--- src/rtl/decimal_entry_encoder_if.sv ---
// Key inputs and entry/result outputs of the decimal entry encoder.
// master drives the keys, slave is the encoder.
interface decimal_entry_encoder_if;
    localparam int unsigned NUM_DIGITS = 6;
    localparam int unsigned DIGIT_W    = 4;
    localparam int unsigned CURSOR_W   = 3;
    localparam int unsigned VALUE_W    = 41;

    logic                                key_next_n;
    logic                                key_inc_n;
    logic                                key_commit_n;
    logic [NUM_DIGITS-1:0][DIGIT_W-1:0]  digits_bcd;
    logic [CURSOR_W-1:0]                 cursor;
    logic [VALUE_W-1:0]                  value_out;
    logic                                value_valid;
    logic                                busy;

    modport master (
        output key_next_n, key_inc_n, key_commit_n,
        input  digits_bcd, cursor, value_out, value_valid, busy
    );

    modport slave (
        input  key_next_n, key_inc_n, key_commit_n,
        output digits_bcd, cursor, value_out, value_valid, busy
    );
endinterface

--- src/rtl/decimal_entry_encoder.sv ---
// Six-digit BCD entry from three debounced push-buttons, with a sequential
// BCD-to-binary conversion (one digit per cycle, most significant first).
module decimal_entry_encoder #(
    parameter int unsigned DEBOUNCE_CYCLES = 1000000
) (
    input  logic                    clock_50Mhz,
    input  logic                    reset_n,
    decimal_entry_encoder_if.slave  bus
);
    localparam int unsigned NUM_KEYS   = 3;
    localparam int unsigned KEY_NEXT   = 0;
    localparam int unsigned KEY_INC    = 1;
    localparam int unsigned KEY_COMMIT = 2;
    localparam int unsigned NUM_DIGITS = 6;
    localparam int unsigned DIGIT_W    = 4;
    localparam int unsigned CURSOR_W   = 3;
    localparam int unsigned VALUE_W    = 41;
    localparam int unsigned CNT_W      = $clog2(DEBOUNCE_CYCLES + 1);
    localparam logic [CNT_W-1:0]    CNT_LAST   = CNT_W'(DEBOUNCE_CYCLES - 1);
    localparam logic [CURSOR_W-1:0] LAST_INDEX = CURSOR_W'(NUM_DIGITS - 1);

    typedef enum logic [1:0] {IDLE, CONVERT, DONE} state_t;

    logic [NUM_KEYS-1:0] key_raw;
    logic [NUM_KEYS-1:0] sync_meta;
    logic [NUM_KEYS-1:0] sync_key;
    logic [NUM_KEYS-1:0] level;
    logic [NUM_KEYS-1:0] press;
    logic [CNT_W-1:0]    deb_cnt [NUM_KEYS];

    assign key_raw = {bus.key_commit_n, bus.key_inc_n, bus.key_next_n};

    // Two-flop synchronizer, debounce and falling-edge press detect per key
    always_ff @(posedge clock_50Mhz) begin
        if (!reset_n) begin
            sync_meta <= '1;
            sync_key  <= '1;
            level     <= '1;
            press     <= '0;
            for (int k = 0; k < NUM_KEYS; k++) deb_cnt[k] <= '0;
        end else begin
            sync_meta <= key_raw;
            sync_key  <= sync_meta;
            press     <= '0;
            for (int k = 0; k < NUM_KEYS; k++) begin
                if (sync_key[k] == level[k]) begin
                    deb_cnt[k] <= '0;
                end else if (deb_cnt[k] == CNT_LAST) begin
                    deb_cnt[k] <= '0;
                    level[k]   <= sync_key[k];
                    press[k]   <= level[k];
                end else begin
                    deb_cnt[k] <= deb_cnt[k] + CNT_W'(1);
                end
            end
        end
    end

    state_t                              state, state_next;
    logic [VALUE_W-1:0]                  acc, acc_next, acc_step_c;
    logic [CURSOR_W-1:0]                 idx, idx_next;
    logic [NUM_DIGITS-1:0][DIGIT_W-1:0]  snap, snap_next;
    logic [NUM_DIGITS-1:0][DIGIT_W-1:0]  digits, digits_next;
    logic [CURSOR_W-1:0]                 cursor, cursor_next;
    logic [VALUE_W-1:0]                  value, value_next;
    logic                                valid, valid_next;
    logic                                busy, busy_next;

    // acc*10 as shift-and-add, plus the current snapshot digit
    assign acc_step_c = VALUE_W'(acc << 3) + VALUE_W'(acc << 1) + VALUE_W'(snap[idx]);

    always_ff @(posedge clock_50Mhz) begin
        if (!reset_n) begin
            state  <= IDLE;
            acc    <= '0;
            idx    <= '0;
            snap   <= '0;
            digits <= '0;
            cursor <= '0;
            value  <= '0;
            valid  <= 1'b0;
            busy   <= 1'b0;
        end else begin
            state  <= state_next;
            acc    <= acc_next;
            idx    <= idx_next;
            snap   <= snap_next;
            digits <= digits_next;
            cursor <= cursor_next;
            value  <= value_next;
            valid  <= valid_next;
            busy   <= busy_next;
        end
    end

    // Commit beats inc/next in IDLE; all key events are ignored outside IDLE
    always_comb begin
        state_next  = state;
        acc_next    = acc;
        idx_next    = idx;
        snap_next   = snap;
        digits_next = digits;
        cursor_next = cursor;
        value_next  = value;
        valid_next  = 1'b0;
        busy_next   = busy;
        case (state)
            IDLE: begin
                if (press[KEY_COMMIT]) begin
                    state_next = CONVERT;
                    acc_next   = '0;
                    idx_next   = LAST_INDEX;
                    snap_next  = digits;
                    busy_next  = 1'b1;
                end else begin
                    if (press[KEY_INC]) begin
                        digits_next[cursor] = (digits[cursor] == DIGIT_W'(9)) ?
                                              '0 : digits[cursor] + DIGIT_W'(1);
                    end
                    if (press[KEY_NEXT]) begin
                        cursor_next = (cursor == LAST_INDEX) ? '0 : cursor + CURSOR_W'(1);
                    end
                end
            end
            CONVERT: begin
                acc_next = acc_step_c;
                if (idx == '0) begin
                    state_next = DONE;
                    value_next = acc_step_c;
                    valid_next = 1'b1;
                    busy_next  = 1'b0;
                end else begin
                    idx_next = idx - CURSOR_W'(1);
                end
            end
            DONE: begin
                state_next = IDLE;
            end
            default: begin
                state_next = IDLE;
            end
        endcase
    end

    assign bus.digits_bcd  = digits;
    assign bus.cursor      = cursor;
    assign bus.value_out   = value;
    assign bus.value_valid = valid;
    assign bus.busy        = busy;
endmodule

--- src/flat_wrapper.sv ---
// flat-port wrapper written by rule: the top's interface ports become plain ports
module decimal_entry_encoder_flat 
#(
    parameter int unsigned DEBOUNCE_CYCLES = 1000000
)
  (clock_50Mhz, reset_n, bus_key_next_n, bus_key_inc_n, bus_key_commit_n, bus_digits_bcd, bus_cursor, bus_value_out, bus_value_valid, bus_busy);
  decimal_entry_encoder_if bus_i ();
  input  logic clock_50Mhz;
  input  logic reset_n;
  input wire logic [$bits(bus_i.key_next_n)-1:0] bus_key_next_n;
  input wire logic [$bits(bus_i.key_inc_n)-1:0] bus_key_inc_n;
  input wire logic [$bits(bus_i.key_commit_n)-1:0] bus_key_commit_n;
  output wire logic [$bits(bus_i.digits_bcd)-1:0] bus_digits_bcd;
  output wire logic [$bits(bus_i.cursor)-1:0] bus_cursor;
  output wire logic [$bits(bus_i.value_out)-1:0] bus_value_out;
  output wire logic [$bits(bus_i.value_valid)-1:0] bus_value_valid;
  output wire logic [$bits(bus_i.busy)-1:0] bus_busy;
  assign bus_i.key_next_n = bus_key_next_n;
  assign bus_i.key_inc_n = bus_key_inc_n;
  assign bus_i.key_commit_n = bus_key_commit_n;
  assign bus_digits_bcd = bus_i.digits_bcd;
  assign bus_cursor = bus_i.cursor;
  assign bus_value_out = bus_i.value_out;
  assign bus_value_valid = bus_i.value_valid;
  assign bus_busy = bus_i.busy;
  decimal_entry_encoder #(.DEBOUNCE_CYCLES(DEBOUNCE_CYCLES)) u_core (.clock_50Mhz(clock_50Mhz), .reset_n(reset_n), .bus(bus_i));
endmodule
--- config.mk ---
export PLATFORM = sky130hd
export DESIGN_NAME = decimal_entry_encoder_flat
export DESIGN_NICKNAME = d
export VERILOG_FILES = /design/src/rtl/decimal_entry_encoder_if.sv /design/src/rtl/decimal_entry_encoder.sv /design/src/flat_wrapper.sv
export SDC_FILE = /design/constraint.sdc
export NUM_CORES = 1
export LEC_CHECK = 0
export ABC_AREA = 1
export CORE_AREA = 2 2 153 155
export CTS_BUF_LIST = sky130_fd_sc_hd__clkbuf_8 sky130_fd_sc_hd__clkbuf_16
export DETAILED_ROUTE_END_ITERATION = 6
export DIE_AREA = 0 0 155 157
export GPL_TIMING_DRIVEN = 1
export HOLD_SLACK_MARGIN = 0.02
export PLACE_DENSITY_LB_ADDON = 0.12
export SYNTH_ARGS = -nofsm -noshare
export SYNTH_HDL_FRONTEND = slang
export SYNTH_SLANG_ARGS = --single-unit
--- constraint.sdc ---
create_clock -name clock_50Mhz -period 3.35 [get_ports clock_50Mhz]
set_clock_uncertainty 0.15 [all_clocks]
set_input_delay 1.005 -clock clock_50Mhz [delete_from_list [all_inputs] [get_ports clock_50Mhz]]
set_output_delay 1.005 -clock clock_50Mhz [all_outputs]
set_load 0.005 [all_outputs]
# == Word level (Yosys, flattened, before mapping) ==
# Memory sizes are Yosys's and may differ from the RTL's.
# Cells that the tools add are included.
# totals
register_bits,151
latch_bits,0
ram_bits,60
rom_bits,0
input_bits,5
out_inout_bits,70
wordCells,151
mem_count,1
# mem_list
memory,depth,word_bits,rd,rd_ports_with_merged_regs,write_ports,line_no,text
u_core.deb_cnt,3,20,3,0,3,decimal_entry_encoder.sv:29,logic [CNT_W-1:0] deb_cnt [NUM_KEYS];
# op_classes
n_addsub,8
n_mul,0
div,0
magnitude_cmp,3
eq_ne,12
n_shift,0
n_mux,64
n_bitwise,17
n_reduce_logical,19
# op_table
operator,count
two-way mux 20 bit,9
one-hot mux 40 bit (2 select lines),1
"adder 20 x 1 -> 20 bit, second input constant",3
"== test 20 bit, second input constant",3
adder 41 x 4 -> 41 bit,1
adder 41 bit,1
two-way mux 40 bit,1
two-way mux 1 bit,37
binary-select mux 4 bit (select 3 bit),2
bitwise mux 24 bit,1
two-way mux 4 bit,4
AND reduction 2 bit,8
demux 4 bit (select 3 bit),1
AND reduction 3 bit,4
two-way mux 3 bit,3
OR 1 bit,9
OR reduction 3 bit,3
"less-than comparator 3 x 4 -> 1 bit, second input constant",2
NOT 1 bit,8
one-hot mux 3 bit (2 select lines),1
"adder 4 x 1 -> 4 bit, second input constant",1
"== test 4 bit, second input constant",1
two-way mux 2 bit,2
"!= test 2 x 1 -> 1 bit, second input constant",2
other kinds (13),15

# == Depth between registers and ports, before layout ==
# Gate-level depths: netlist of run 1.
# An unclocked memory read counts as a cell.
# logic_depth
depth_word,8
mapped_depth,21
ltp_nobuf,20

# == Worst setup path after synthesis of run 1 ==
# OpenSTA, ideal clock, no wires.
# synth_path
kind,reg2reg
start,register u_core.idx[0]
end,"register u_core.value[18], in the netlist u_core.bus.value_out[18]"
setup_ns,0.117
arrival_ns,2.889
required_time_ns,3.083
slack_ns,0.194
path_stages_with_launch,17
n_path_buf,1
synth_period_minus_slack_ns,3.156
path_cell_list,dfxtp_1 -> inv_1 -> buf_1 -> o21ai_0 -> o22ai_1 -> a2bb2oi_1 -> fa_1 -> inv_1 -> fa_1 -> nand3_1 -> nand3_1 -> nand2_1 -> nand3_1 -> nand2_1 -> nand2_1 -> xor2_1 -> a22o_1
# synth_via
elab_chain_len,3
word_cells_on_any_way,5
classes_between,add/sub (1); mux (2); reduce/logical (2)
# synth_rtl
item,line_no,text
start: declaration,decimal_entry_encoder.sv:61,"logic [CURSOR_W-1:0] idx, idx_next;"
start signal: assignment,decimal_entry_encoder.sv:86,idx <= idx_next;
binary-select mux 4 bit (select 3 bit),decimal_entry_encoder.sv:70,assign acc_step_c = VALUE_W'(acc << 3) + VALUE_W'(acc << 1) + VALUE_W'(snap[idx]);
two-way mux 4 bit (implied by the code),decimal_entry_encoder.sv:70,
adder 41 x 4 -> 41 bit,decimal_entry_encoder.sv:70,
end signal: assignment,decimal_entry_encoder.sv:90,value <= value_next;
end: declaration,decimal_entry_encoder.sv:65,"logic [VALUE_W-1:0] value, value_next;"
# Parallel ways exist; a longest one is shown, timed or not. The select of a mux whose other input is x is not followed.
# A chain may end at the register's enable or synchronous reset.

# == Worst setup path in the final report of run 1 ==
# layout_path
start,register u_core.idx[1]
end,register u_core.acc[38]
# layout_via
elab_chain_len,4
# layout_rtl
item,line_no,text
binary-select mux 4 bit (select 3 bit),decimal_entry_encoder.sv:70,
two-way mux 4 bit (implied by the code),decimal_entry_encoder.sv:70,
adder 41 x 4 -> 41 bit,decimal_entry_encoder.sv:70,
one-hot mux 40 bit (2 select lines),decimal_entry_encoder.sv:107,case (state)
end signal: assignment,decimal_entry_encoder.sv:85,acc <= acc_next;
end: declaration,decimal_entry_encoder.sv:60,"logic [VALUE_W-1:0] acc, acc_next, acc_step_c;"
# Every way passes these cells. The select of a mux whose other input is x is not followed.

==> flow_summary.rst, run 1 <==
.. list-table::
   :header-rows: 1

   * - Metric
     - Value
   * - Result of the run
     - completed
   * - CTS clk-pin slew, worst paths
     - 60 ps
   * - Final worst hold slack
     - 260.5 ps
   * - Number of cells on the worst hold path
     - 1
   * - Die X
     - 155 um
   * - Proportion of synthesized chip area in sequential cells
     - 39.44%
   * - Antenna violations before repair
     - 0
   * - Final Instance Area
     - 0.01441 mm^2
   * - Arrival time at the worst endpoint
     - 3380 ps
   * - Clk sink count
     - 211
   * - Clock latency on the worst-skew pair
     - 540 ps
   * - Ys Warns
     - 0
   * - Area share of the leading cell type in the synthesized netlist
     - 24.71%
   * - WP data required
     - 3670 ps
   * - Max_slew headroom
     - 54.99%
   * - Detailed-route wire length per cell
     - 14.26 um
   * - Final critical delay including setup and external delays
     - 3061 ps
   * - Lkg Pwr
     - 6.740 nW
   * - Hold crit path type
     - register to register
   * - Number of placed I/O pins
     - 75
   * - Cell types with the highest counts after synthesis
     - nand2_1 (401), nor2_1 (194), inv_1 (190)
   * - Setup crit start kind
     - register
   * - Die area
     - 0.02434 mm^2
   * - Y dimension of the die
     - 157 um
   * - Initial cell density of the core
     - 54.36%
   * - Routed Wire Length
     - 29800 um
   * - Async set or reset register ratio after synthesis
     - 0%
   * - Wire length of the first global-routing pass
     - 49970 um
   * - Highest fanout seen on the critical path
     - 8
   * - FMAX
     - 326.7 MHz
   * - Portion of the clock cycle consumed by the worst path in the final layout
     - 91.38%
   * - Number of port buffers
     - 74
   * - Unrepaired setup endpoints after global routing
     - yes
   * - Drt first-iter violations
     - 603
   * - Ranking of synthesized cells by area
     - dfxtp_1 (25%), edfxtp_1 (15%), nand2_1 (12%)
   * - Gate count of the mapped netlist
     - 1652
   * - Final hold viol count
     - 0
   * - Kind of capture point of the worst setup path
     - register
   * - Final Setup Violations
     - 0
   * - Register bit total from synthesis
     - 211
   * - Leading area contributor after synthesis
     - dfxtp_1
   * - Deepest level of the CTS H-tree
     - 1
   * - Number of buffers created by CTS
     - 23
   * - Type of the worst setup path
     - register to register
   * - Clock root buffer
     - clkbuf_16
   * - Final Net Count
     - 1876
   * - Endpoint of the worst-slack reg-to-reg timing path
     - u_core.acc[38]
   * - Routed vias
     - 10870
   * - Largest net degree at the start of global routing
     - 60
   * - Number of global-route vias before repair
     - 10230
   * - Number of rows in the core area
     - 55
   * - CTS tree
     - yes
   * - Transition time at the pin with the least slew margin
     - 673.5 ps
   * - Ant diodes
     - 0
   * - R2r setup slk
     - 290 ps
   * - Ratio of cells with drive above 1 in the final layout
     - 7.645%
   * - Number of nets with antenna violations after routing
     - 0
   * - Number of maximum-capacitance violations
     - 0
   * - Crit Reg-Reg Startpoint
     - u_core.idx[1]
   * - Final slew viol count
     - 0
   * - Cell Area, Placed
     - 0.01354 mm^2
   * - Power density cells
     - 376.7 mW/mm^2
   * - Maximum resistive drop on vdd
     - 0.4242 mV
   * - Fin Setup TNS
     - 0 ps
   * - Hold Path End
     - u_core.sync_key[1]
   * - Per-instance average area after synthesis
     - 7.405 um^2
   * - Vias per std cell
     - 5.201
   * - Number of cells on the worst reg-to-reg path
     - 15
   * - Gpl congestion
     - 0.9321
   * - Number of remaining DRC errors
     - 0
   * - HPWL reported at the end of detailed placement
     - 21940 um
   * - Drt first pass iters
     - 5
   * - Synth Cell Area
     - 0.01223 mm^2
   * - Most frequently used flop master after synthesis
     - dfxtp_1
   * - Worst min-delay path startpoint
     - u_core.sync_meta[1]
   * - GRT Resource Usage Total
     - 25.00%
   * - Area growth from synthesis to final layout
     - 17.81%
   * - Maximum clock insertion buffer count
     - 3
   * - Aggregate global routing overflow
     - 0
   * - Area of the core
     - 0.02250 mm^2
   * - Most repeated cell in the gate-level netlist after synthesis
     - nand2_1
   * - Number of distinct standard cells referenced by the synthesized netlist
     - 55
   * - Post-synth EDFFs
     - 60
## layout by cell type (no fill, tap or decap), types with 4 or more instances in the layout
master / n
nand3_1: 75
xor2_1: 30
nor3_1: 37
inv_1: 192
nand2_1: 397
nand4_1: 18
buf_4: 14
edfxtp_1: 60
nand3_2: 12
nor2_1: 190
nand3b_1: 6
nand2_2: 12
nor4_1: 8
clkbuf_16: 25
o211ai_1: 4
or2_2: 14
nor3b_1: 7
inv_2: 10
o21ai_1: 6
clkbuf_8: 9
conb_1: 60
o21ai_0: 86
or2_1: 4
nor3_2: 6
xnor2_1: 18
o21a_1: 6
a22o_1: 13
dfxtp_1: 149
ha_1: 81
a21oi_1: 126
clkdlybuf4s50_1: 74
nor2_2: 9
o22ai_1: 5
## kinds of logic after synthesis
family | Yosys count | share of synthesized area (%)
AND/OR/NAND/NOR | 804 | 28.54
AO/OA/AOI/OAI | 266 | 12.34
buffers and inverters | 238 | 7.538
flip-flops | 211 | 39.44
adder cells (fa/ha/maj) | 83 | 8.612
XOR/XNOR | 49 | 3.508
other | 1 | 0.03065
## routing by layer
| layer | track usage [%] | vias to the layer above | part of all wire, % |
|---|---|---|---|
| met5 | 0 | - | 0 |
| met4 | 5.996 | 0 | 2.3 |
| met3 | 3.469 | 49 | 5.3 |
| met2 | 40.74 | 249 | 44 |
| met1 | 35.28 | 4942 | 49 |
| li1 | - | 5631 | - |
## flip-flops by register name, indices dropped and copies added, names as in the netlist, 2 cells and up
register and cells:
u_core.snap 24, u_core.state 2, u_core.level 3, u_core.acc 40, u_core.press 3, u_core.bus.cursor 3
u_core.bus.value_out 41, u_core.idx 3, u_core.sync_key 3, u_core.deb_cnt 60, u_core.bus.digits_bcd 24, u_core.sync_meta 3
## worst max-delay path: stages (launching register included)
cell       delay (ps)
dfxtp_2           370
nor2_2            180
o21ai_0           130
a2bb2oi_2         160
fa_1              480
inv_1              70
fa_2              420
nand3_1           110
nand3_2           110
nand4_1           140
nand3_2           190
nand2_1           140
nand2_1            60
nand2_1            80
nand3_1            70
a21oi_1           140
## worst max path at each step
| stage | end | cells after the start | slack (ps) | from |
|---|---|---|---|---|
| 3_3_place_gp | u_core.acc[38] | 16 | 70 | u_core.idx[0] |
| 6_report | u_core.acc[38] | 15 | 290 | u_core.idx[1] |
| 5_1_grt | u_core.acc[32] | 19 | -7 | u_core.idx[0] |
| 3_5_place_dp | u_core.acc[38] | 16 | -10 | u_core.idx[0] |
| 2_1_floorplan | u_core.bus.value_out[18] | 16 | 190 | u_core.idx[0] |
| 4_1_cts | u_core.acc[34] | 18 | 40 | u_core.idx[0] |
## timing repair
item,CTS,global route
hold buffers,0,0
pin swaps,0,2
endpoints found under the setup margin,2,48
setup buffers,0,0
gates resized for setup,1,19
## final cells by class
cell class / instances / area [um^2]
Timing Repair Buffer: 91 / 897.1
Inverter: 199 / 749.5
Fill cell: 2088 / 8092
Tap cell: 285 / 356.6
Sequential cell: 211 / 4827
Multi-Input combinational cell: 1262 / 6779
Clock inverter: 8 / 52.55
Clock buffer: 34 / 749.5
## metrics by stage
stage	worst slack, ps	utilization, %	instances	total power, W
detailed placement	-13.37	60.19	2048	0.002861
global placement	67.98	60.19	2048	0.002858
finish	288.8	64.04	2090	0.005429
global route	-7.411	64.04	2090	0.005595
CTS	38.74	63.78	2090	0.005478
floorplan	193.8	-	1711	0.002821
## where the power goes
| part | switching [W] | internal (W) | total (W) |
|---|---|---|---|
| clock | 0.00107 | 0.00155 | 0.00262 |
| combinational | 0.0000839 | 0.0000371 | 0.000121 |
| sequential | 0.0000297 | 0.00266 | 0.00269 |
(Power assumes the default switching activity.)
==> run 2, diff against run 1 <==
--- a/config.mk
+++ b/config.mk
@@ -6,10 +6,12 @@
 export NUM_CORES = 1
 export LEC_CHECK = 0
 export ABC_AREA = 1
-export CORE_AREA = 2 2 153 155
+export CELL_PAD_IN_SITES_DETAIL_PLACEMENT = 1
+export CELL_PAD_IN_SITES_GLOBAL_PLACEMENT = 2
+export CORE_AREA = 2 2 199 201
 export CTS_BUF_LIST = sky130_fd_sc_hd__clkbuf_8 sky130_fd_sc_hd__clkbuf_16
 export DETAILED_ROUTE_END_ITERATION = 6
-export DIE_AREA = 0 0 155 157
+export DIE_AREA = 0 0 201 203
 export GPL_TIMING_DRIVEN = 1
 export HOLD_SLACK_MARGIN = 0.02
 export PLACE_DENSITY_LB_ADDON = 0.12
==> run 2 against run 1 <==
  * Power grew 4.8%
  * Count of clock-buffer cells in the layout is the same
  * Clock power is 9.9% higher
  * Non-clock buffer count increased by 8
  * Fmax decreased by 2.9%
  * Design area is 3.0% higher
  * Critical path depth is 2 higher
  * Via count up 1.4%
  * Die area up 68%
  * Worst hold slack better by 3.5 ps
  * Critical endpoint is now u_core.acc[14]
==> flow_summary.rst, run 2 (synthesis results as in run 1) <==
.. list-table::
   :header-rows: 1

   * - Metric
     - Value
   * - Result of the run
     - completed
   * - Vias per std cell
     - 4.710
   * - Global routing met2 resource utilization
     - 31.19%
   * - Layer with the highest usage
     - met2
   * - Aggregate global routing overflow
     - 0
   * - Lkg Pwr
     - 6.822 nW
   * - Number of remaining DRC errors
     - 0
   * - Number of cells on the worst reg-to-reg path
     - 17
   * - Clock latency on the worst-skew pair
     - 550 ps
   * - Power density cells
     - 383.5 mW/mm^2
   * - WP data required
     - 3680 ps
   * - Final standard cell utilization of the core
     - 38.59%
   * - Cell chain of the critical path
     - inv_1, o21ai_1, o22ai_1, a2bb2oi_2, fa_1, inv_1, fa_1, nand3_1, nand3_2, nand2_1, nand3_1, buf_4, nand2_1, nand2_1, xor2_2, nand2_1, a21oi_1
   * - Final hold viol count
     - 0
   * - Transition time at the pin with the least slew margin
     - 632.5 ps
   * - Slowest library cell on the worst path
     - fa_1
   * - CTS tree
     - yes
   * - Number of global-route vias before repair
     - 11490
   * - Max_slew headroom
     - 57.51%
   * - Number of buffers created by CTS
     - 28
   * - Largest net degree at the start of global routing
     - 44
   * - R2r setup slk
     - 200 ps
   * - Portion of the clock cycle consumed by the worst path in the final layout
     - 94.12%
   * - Final critical delay including setup and external delays
     - 3153 ps
   * - Detailed-route wire length per cell
     - 15.76 um
   * - Post-cts hold buffer count
     - 0
   * - Y dimension of the die
     - 203 um
   * - Critical path startpoint
     - u_core.idx[1]
   * - Final Instance Area
     - 0.01484 mm^2
   * - Final worst hold slack
     - 264.1 ps
   * - Number of port buffers
     - 74
   * - Deepest level of the CTS H-tree
     - 1
   * - Drt first pass iters
     - 5
   * - Number of filler instances in the final layout
     - 4833
   * - Antenna violations before repair
     - 0
   * - Arrival time at the worst endpoint
     - 3480 ps
   * - Final Net Count
     - 1889
   * - Routed Wire Length
     - 36880 um
   * - Met1 track demand over resource in global routing
     - 24.76%
   * - Number of nets with antenna violations after routing
     - 0
   * - Most frequent cell on the critical path
     - nand2_1
   * - Final Setup Violations
     - 0
   * - Number of rows in the core area
     - 72
   * - Number of flip-flops in the largest register
     - 60
   * - Endpoint of the worst-slack reg-to-reg timing path
     - u_core.acc[14]
   * - Die X
     - 201 um
   * - Kind of capture point of the worst setup path
     - register
   * - Clock root buffer
     - clkbuf_16
   * - Worst min-delay path startpoint
     - u_core.sync_meta[0]
   * - Routed vias
     - 11020
   * - Cell Area, Placed
     - 0.01388 mm^2
   * - Ant diodes
     - 0
   * - Type of the worst setup path
     - register to register
   * - Number of maximum-capacitance violations
     - 0
   * - Crit Reg-Reg Startpoint
     - u_core.idx[1]
   * - Largest stage delay on the critical path
     - 480 ps
   * - GRT Resource Usage Total
     - 18.33%
   * - Wire length of the first global-routing pass
     - 60890 um
   * - Global Route met3 Usage
     - 2.408%
   * - Area of the core
     - 0.03847 mm^2
   * - Area taken by flip-flops and latches
     - 0.004827 mm^2
   * - Ratio of cells with drive above 1 in the final layout
     - 8.178%
   * - Area growth from synthesis to final layout
     - 21.35%
   * - HPWL reported at the end of detailed placement
     - 28310 um
   * - Maximum clock insertion buffer count
     - 3
   * - Drt first-iter violations
     - 403
   * - Hold crit path type
     - register to register
   * - Most frequent cells in the layout
     - nand2_1 (395), inv_1 (198), nor2_1 (190)
   * - Number of placed I/O pins
     - 75
   * - Number of cells on the worst hold path
     - 1
   * - CTS clk-pin slew, worst paths
     - 70 ps
   * - Clk sink count
     - 211
   * - Final slew viol count
     - 0
   * - FMAX
     - 317.2 MHz
   * - Hold Path End
     - u_core.sync_key[0]
   * - Setup crit start kind
     - register
   * - Initial cell density of the core
     - 31.80%
   * - Total area of multi-input combinational cells
     - 0.006785 mm^2
   * - Die area
     - 0.04080 mm^2
   * - Commonest non-fill, non-tap cell in the layout
     - nand2_1
   * - Maximum resistive drop on vdd
     - 0.3494 mV
   * - Register with the most flip-flops
     - u_core.deb_cnt
   * - Highest fanout seen on the critical path
     - 8
   * - Gpl congestion
     - 0.8259
==> run 2: critical path: cells and delay by family (launching register included) <==
| kind | cells | cell delay, ps |
|---|---|---|
| AND/OR/NAND/NOR | 7 | 620 |
| adder cells (fa/ha/maj) | 2 | 920 |
| AO/OA/AOI/OAI | 4 | 480 |
| buffers and inverters | 3 | 380 |
| flip-flops | 1 | 360 |
| XOR/XNOR | 1 | 180 |
==> run 2: cell type report <==
cell class | instances | share of cell area [%]
multi-input cells | 1262 | 45.71
clock inverters | 17 | 0.5647
well taps | 518 | 4.366
repair buffers | 99 | 6.364
inverters | 199 | 5.049
clock buffers | 34 | 5.428
flip-flops and latches | 211 | 32.52
==> run 2: through the flow <==
step	setup TNS (ps)	instances	total power, W	worst slack [ps]
5_1_grt	-116.1	2340	0.005923	-25.80
3_3_place_gp	0	2288	0.002867	65.47
3_5_place_dp	-75.90	2288	0.002871	-40.86
4_1_cts	0	2339	0.005810	2.966
2_1_floorplan	0	1711	0.002821	193.8
6_report	0	2340	0.005692	197.0
==> run 2: worst max path at each step <==
stage | to | slack, ps | depth (start not counted)
finish | u_core.acc[14] | 200 | 17
floorplan | u_core.bus.value_out[18] | 190 | 16
CTS | u_core.acc[14] | 3 | 18
global route | u_core.acc[16] | -30 | 16
detailed placement | u_core.acc[31] | -40 | 18
global placement | u_core.acc[39] | 70 | 17
==> run 2: what timing repair did <==
item | CTS | global route
gates resized for setup | 1 | 19
pin swaps | 0 | 2
buffers inserted | 0 | 1
setup endpoints to repair | 2 | 57
==> run 2: metal layers <==
metal / up-vias / share of wire (%)
li1: 5659 / -
met3: 39 / 3.0
met1: 5210 / 50
met5: - / 0
met2: 113 / 45
met4: 0 / 1.5
==> run 2: power breakdown <==
| part | internal, W | total [W] | switching, W |
|---|---|---|---|
| Combinational | 0.0000386 | 0.000126 | 0.0000873 |
| Sequential | 0.00266 | 0.00269 | 0.0000304 |
| Clock | 0.00169 | 0.00288 | 0.00119 |
==> run 3, diff against run 2 <==
--- a/config.mk
+++ b/config.mk
@@ -6,12 +6,12 @@
 export NUM_CORES = 1
 export LEC_CHECK = 0
 export ABC_AREA = 1
-export CELL_PAD_IN_SITES_DETAIL_PLACEMENT = 1
-export CELL_PAD_IN_SITES_GLOBAL_PLACEMENT = 2
-export CORE_AREA = 2 2 199 201
+export CELL_PAD_IN_SITES_DETAIL_PLACEMENT = 0
+export CELL_PAD_IN_SITES_GLOBAL_PLACEMENT = 1
+export CORE_AREA = 2 2 178 180
 export CTS_BUF_LIST = sky130_fd_sc_hd__clkbuf_8 sky130_fd_sc_hd__clkbuf_16
 export DETAILED_ROUTE_END_ITERATION = 6
-export DIE_AREA = 0 0 201 203
+export DIE_AREA = 0 0 180 182
 export GPL_TIMING_DRIVEN = 1
 export HOLD_SLACK_MARGIN = 0.02
 export PLACE_DENSITY_LB_ADDON = 0.12
==> run 3 against run 2 <==
  * The flow now finishes with violations (DRC)
  * Wire length down 12%
  * Critical path depth down 1
  * Design area down 1.3%
  * Count of clock-buffer cells in the layout up 1
  * Register-to-register slack better by 20 ps
  * Sequential power about the same
  * Non-clock buffer count up 1
  * Via count down 2.3%
  * Cell count down 5.0%
  * Combinational power about the same
  * Critical endpoint is now u_core.acc[8]
==> flow_summary.rst, run 3 (synthesis results as in run 1) <==
.. list-table::
   :header-rows: 1

   * - Metric
     - Value
   * - Final hold viol count
     - 0
   * - Drt first pass iters
     - 7
   * - CTS clk-pin slew, worst paths
     - 70 ps
   * - Kind of capture point of the worst setup path
     - register
   * - Deepest level of the CTS H-tree
     - 1
   * - Power density cells
     - 380.4 mW/mm^2
   * - Max_slew headroom
     - 62.28%
   * - Area growth from synthesis to final layout
     - 19.80%
   * - Final slew viol count
     - 0
   * - Final critical delay including setup and external delays
     - 3138 ps
   * - Setup crit start kind
     - register
   * - Type of the worst setup path
     - register to register
   * - Clock root buffer
     - clkbuf_16
   * - Wire length of the first global-routing pass
     - 53220 um
   * - Hold crit path type
     - register to register
   * - Vias per std cell
     - 4.845
   * - Die X
     - 180 um
   * - Largest net degree at the start of global routing
     - 42
   * - Commonest non-fill, non-tap cell in the layout
     - nand2_1
   * - Result of the run
     - finished with violations
   * - Failing checks
     - DRC
   * - Clock latency on the worst-skew pair
     - 560 ps
   * - GRT Resource Usage Total
     - 19.86%
   * - Drt first-iter violations
     - 559
   * - Number of buffers created by CTS
     - 26
   * - Routed Wire Length
     - 32470 um
   * - Number of maximum-capacitance violations
     - 0
   * - Final worst hold slack
     - 262.7 ps
   * - Routed vias
     - 10770
   * - Arrival time at the worst endpoint
     - 3470 ps
   * - FMAX
     - 318.7 MHz
   * - Number of port buffers
     - 74
   * - Maximum resistive drop on vdd
     - 0.3716 mV
   * - Portion of the clock cycle consumed by the worst path in the final layout
     - 93.66%
   * - Number of global-route vias before repair
     - 10230
   * - Lkg Pwr
     - 6.802 nW
   * - Highest fanout seen on the critical path
     - 7
   * - Number of placed I/O pins
     - 75
   * - WP data required
     - 3680 ps
   * - Detailed-route wire length per cell
     - 14.61 um
   * - Aggregate global routing overflow
     - 0
   * - Maximum clock insertion buffer count
     - 3
   * - Ratio of cells with drive above 1 in the final layout
     - 8.187%
   * - Y dimension of the die
     - 182 um
   * - HPWL reported at the end of detailed placement
     - 24480 um
   * - Final Net Count
     - 1888
   * - Clk sink count
     - 211
   * - Initial cell density of the core
     - 39.48%
   * - Transition time at the pin with the least slew margin
     - 565.7 ps
   * - Total power draw
     - 0.005576 W
   * - Antenna violations before repair
     - 0
   * - Area of the core
     - 0.03099 mm^2
   * - Gpl congestion
     - 0.9022
   * - Number of rows in the core area
     - 65
   * - Number of remaining DRC errors
     - 1
   * - Number of flip-flops in the largest register
     - 60
   * - Die area
     - 0.03276 mm^2
   * - Number of nets with antenna violations after routing
     - 0
   * - Ant diodes
     - 0
   * - Register with the most flip-flops
     - u_core.deb_cnt
   * - CTS tree
     - yes
   * - Final Setup Violations
     - 0
   * - Post-cts hold buffer count
     - 0
   * - Most frequent cells in the layout
     - nand2_1 (398), inv_1 (193), nor2_1 (190)
run 3: cell count changes in the layout (fill, tap and decap cells not counted), moves of 2 or more:
cell | before | now
clkbuf_16 | 30 | 26
nand2_2 | 14 | 11
clkinv_2 | 5 | 7
clkbuf_8 | 4 | 9
nand2_1 | 395 | 398
buf_4 | 23 | 25
clkinv_4 | 2 | 0
inv_1 | 198 | 193
run 3: cell type report:
class	instances	area (um^2)
clock buffer	35	774.5
clock inverter	13	83.83
fill	3141	16330
inverter	199	749.5
multi-input combinational	1262	6769
sequential	211	4827
tap	402	503.0
timing repair buffer	100	948.4
run 3: final timing paths:
kind	end	cells past startpoint	start	slack, ps
worst min-delay path	u_core.sync_key[0]	1	u_core.sync_meta[0]	260
worst min register to register	u_core.sync_key[0]	1	u_core.sync_meta[0]	260
worst max-delay path	u_core.acc[8]	16	u_core.idx[0]	210
worst max register to register	u_core.acc[8]	16	u_core.idx[0]	210
run 3: worst max-delay path: stages, from the launching register on:
cell	delay, ps
dfxtp_2	360
buf_4	140
o21ai_0	90
o22ai_1	180
nand2_1	80
o21ai_1	110
ha_1	260
ha_2	220
fa_2	410
nand3_1	110
nand3_2	110
nand2_1	80
nand2_1	110
xnor2_1	160
buf_4	130
or2_2	260
a21oi_1	120
run 3: routing by layer:
| metal | GRT usage, % | share of wire [%] | up-vias |
|---|---|---|---|
| li1 | - | - | 5663 |
| met1 | 28.70 | 52 | 4897 |
| met2 | 31.71 | 43 | 168 |
| met3 | 2.507 | 3.5 | 37 |
| met4 | 4.293 | 2.1 | 0 |
| met5 | 0 | 0 | - |
run 3: what timing repair did:
item,4_1_cts,5_1_grt
cloned,0,0
gates resized for setup,4,13
endpoints found under the setup margin,5,44
buffers inserted,0,1
pin swaps,0,1
run 3: stage by stage:
step / std cells / setup slack [ps] / cell area [um^2] / setup TNS (ps) / util, %
final: 2222 / 212.3 / 14660 / 0 / 47.30
after global routing: 2222 / -13.17 / 14660 / -13.17 / 47.30
after CTS: 2221 / 14.68 / 14610 / 0 / 47.14
after detailed placement: 2173 / -51.68 / 13740 / -153.6 / 44.34
after global placement: 2173 / 31.67 / 13740 / 0 / 44.34
after floorplan: 1711 / 193.8 / 12450 / 0 / -
run 3: power breakdown:
group | internal (W) | switching (W)
registers | 0.00266 | 0.0000294
logic | 0.0000384 | 0.0000864
clock network | 0.00161 | 0.00115
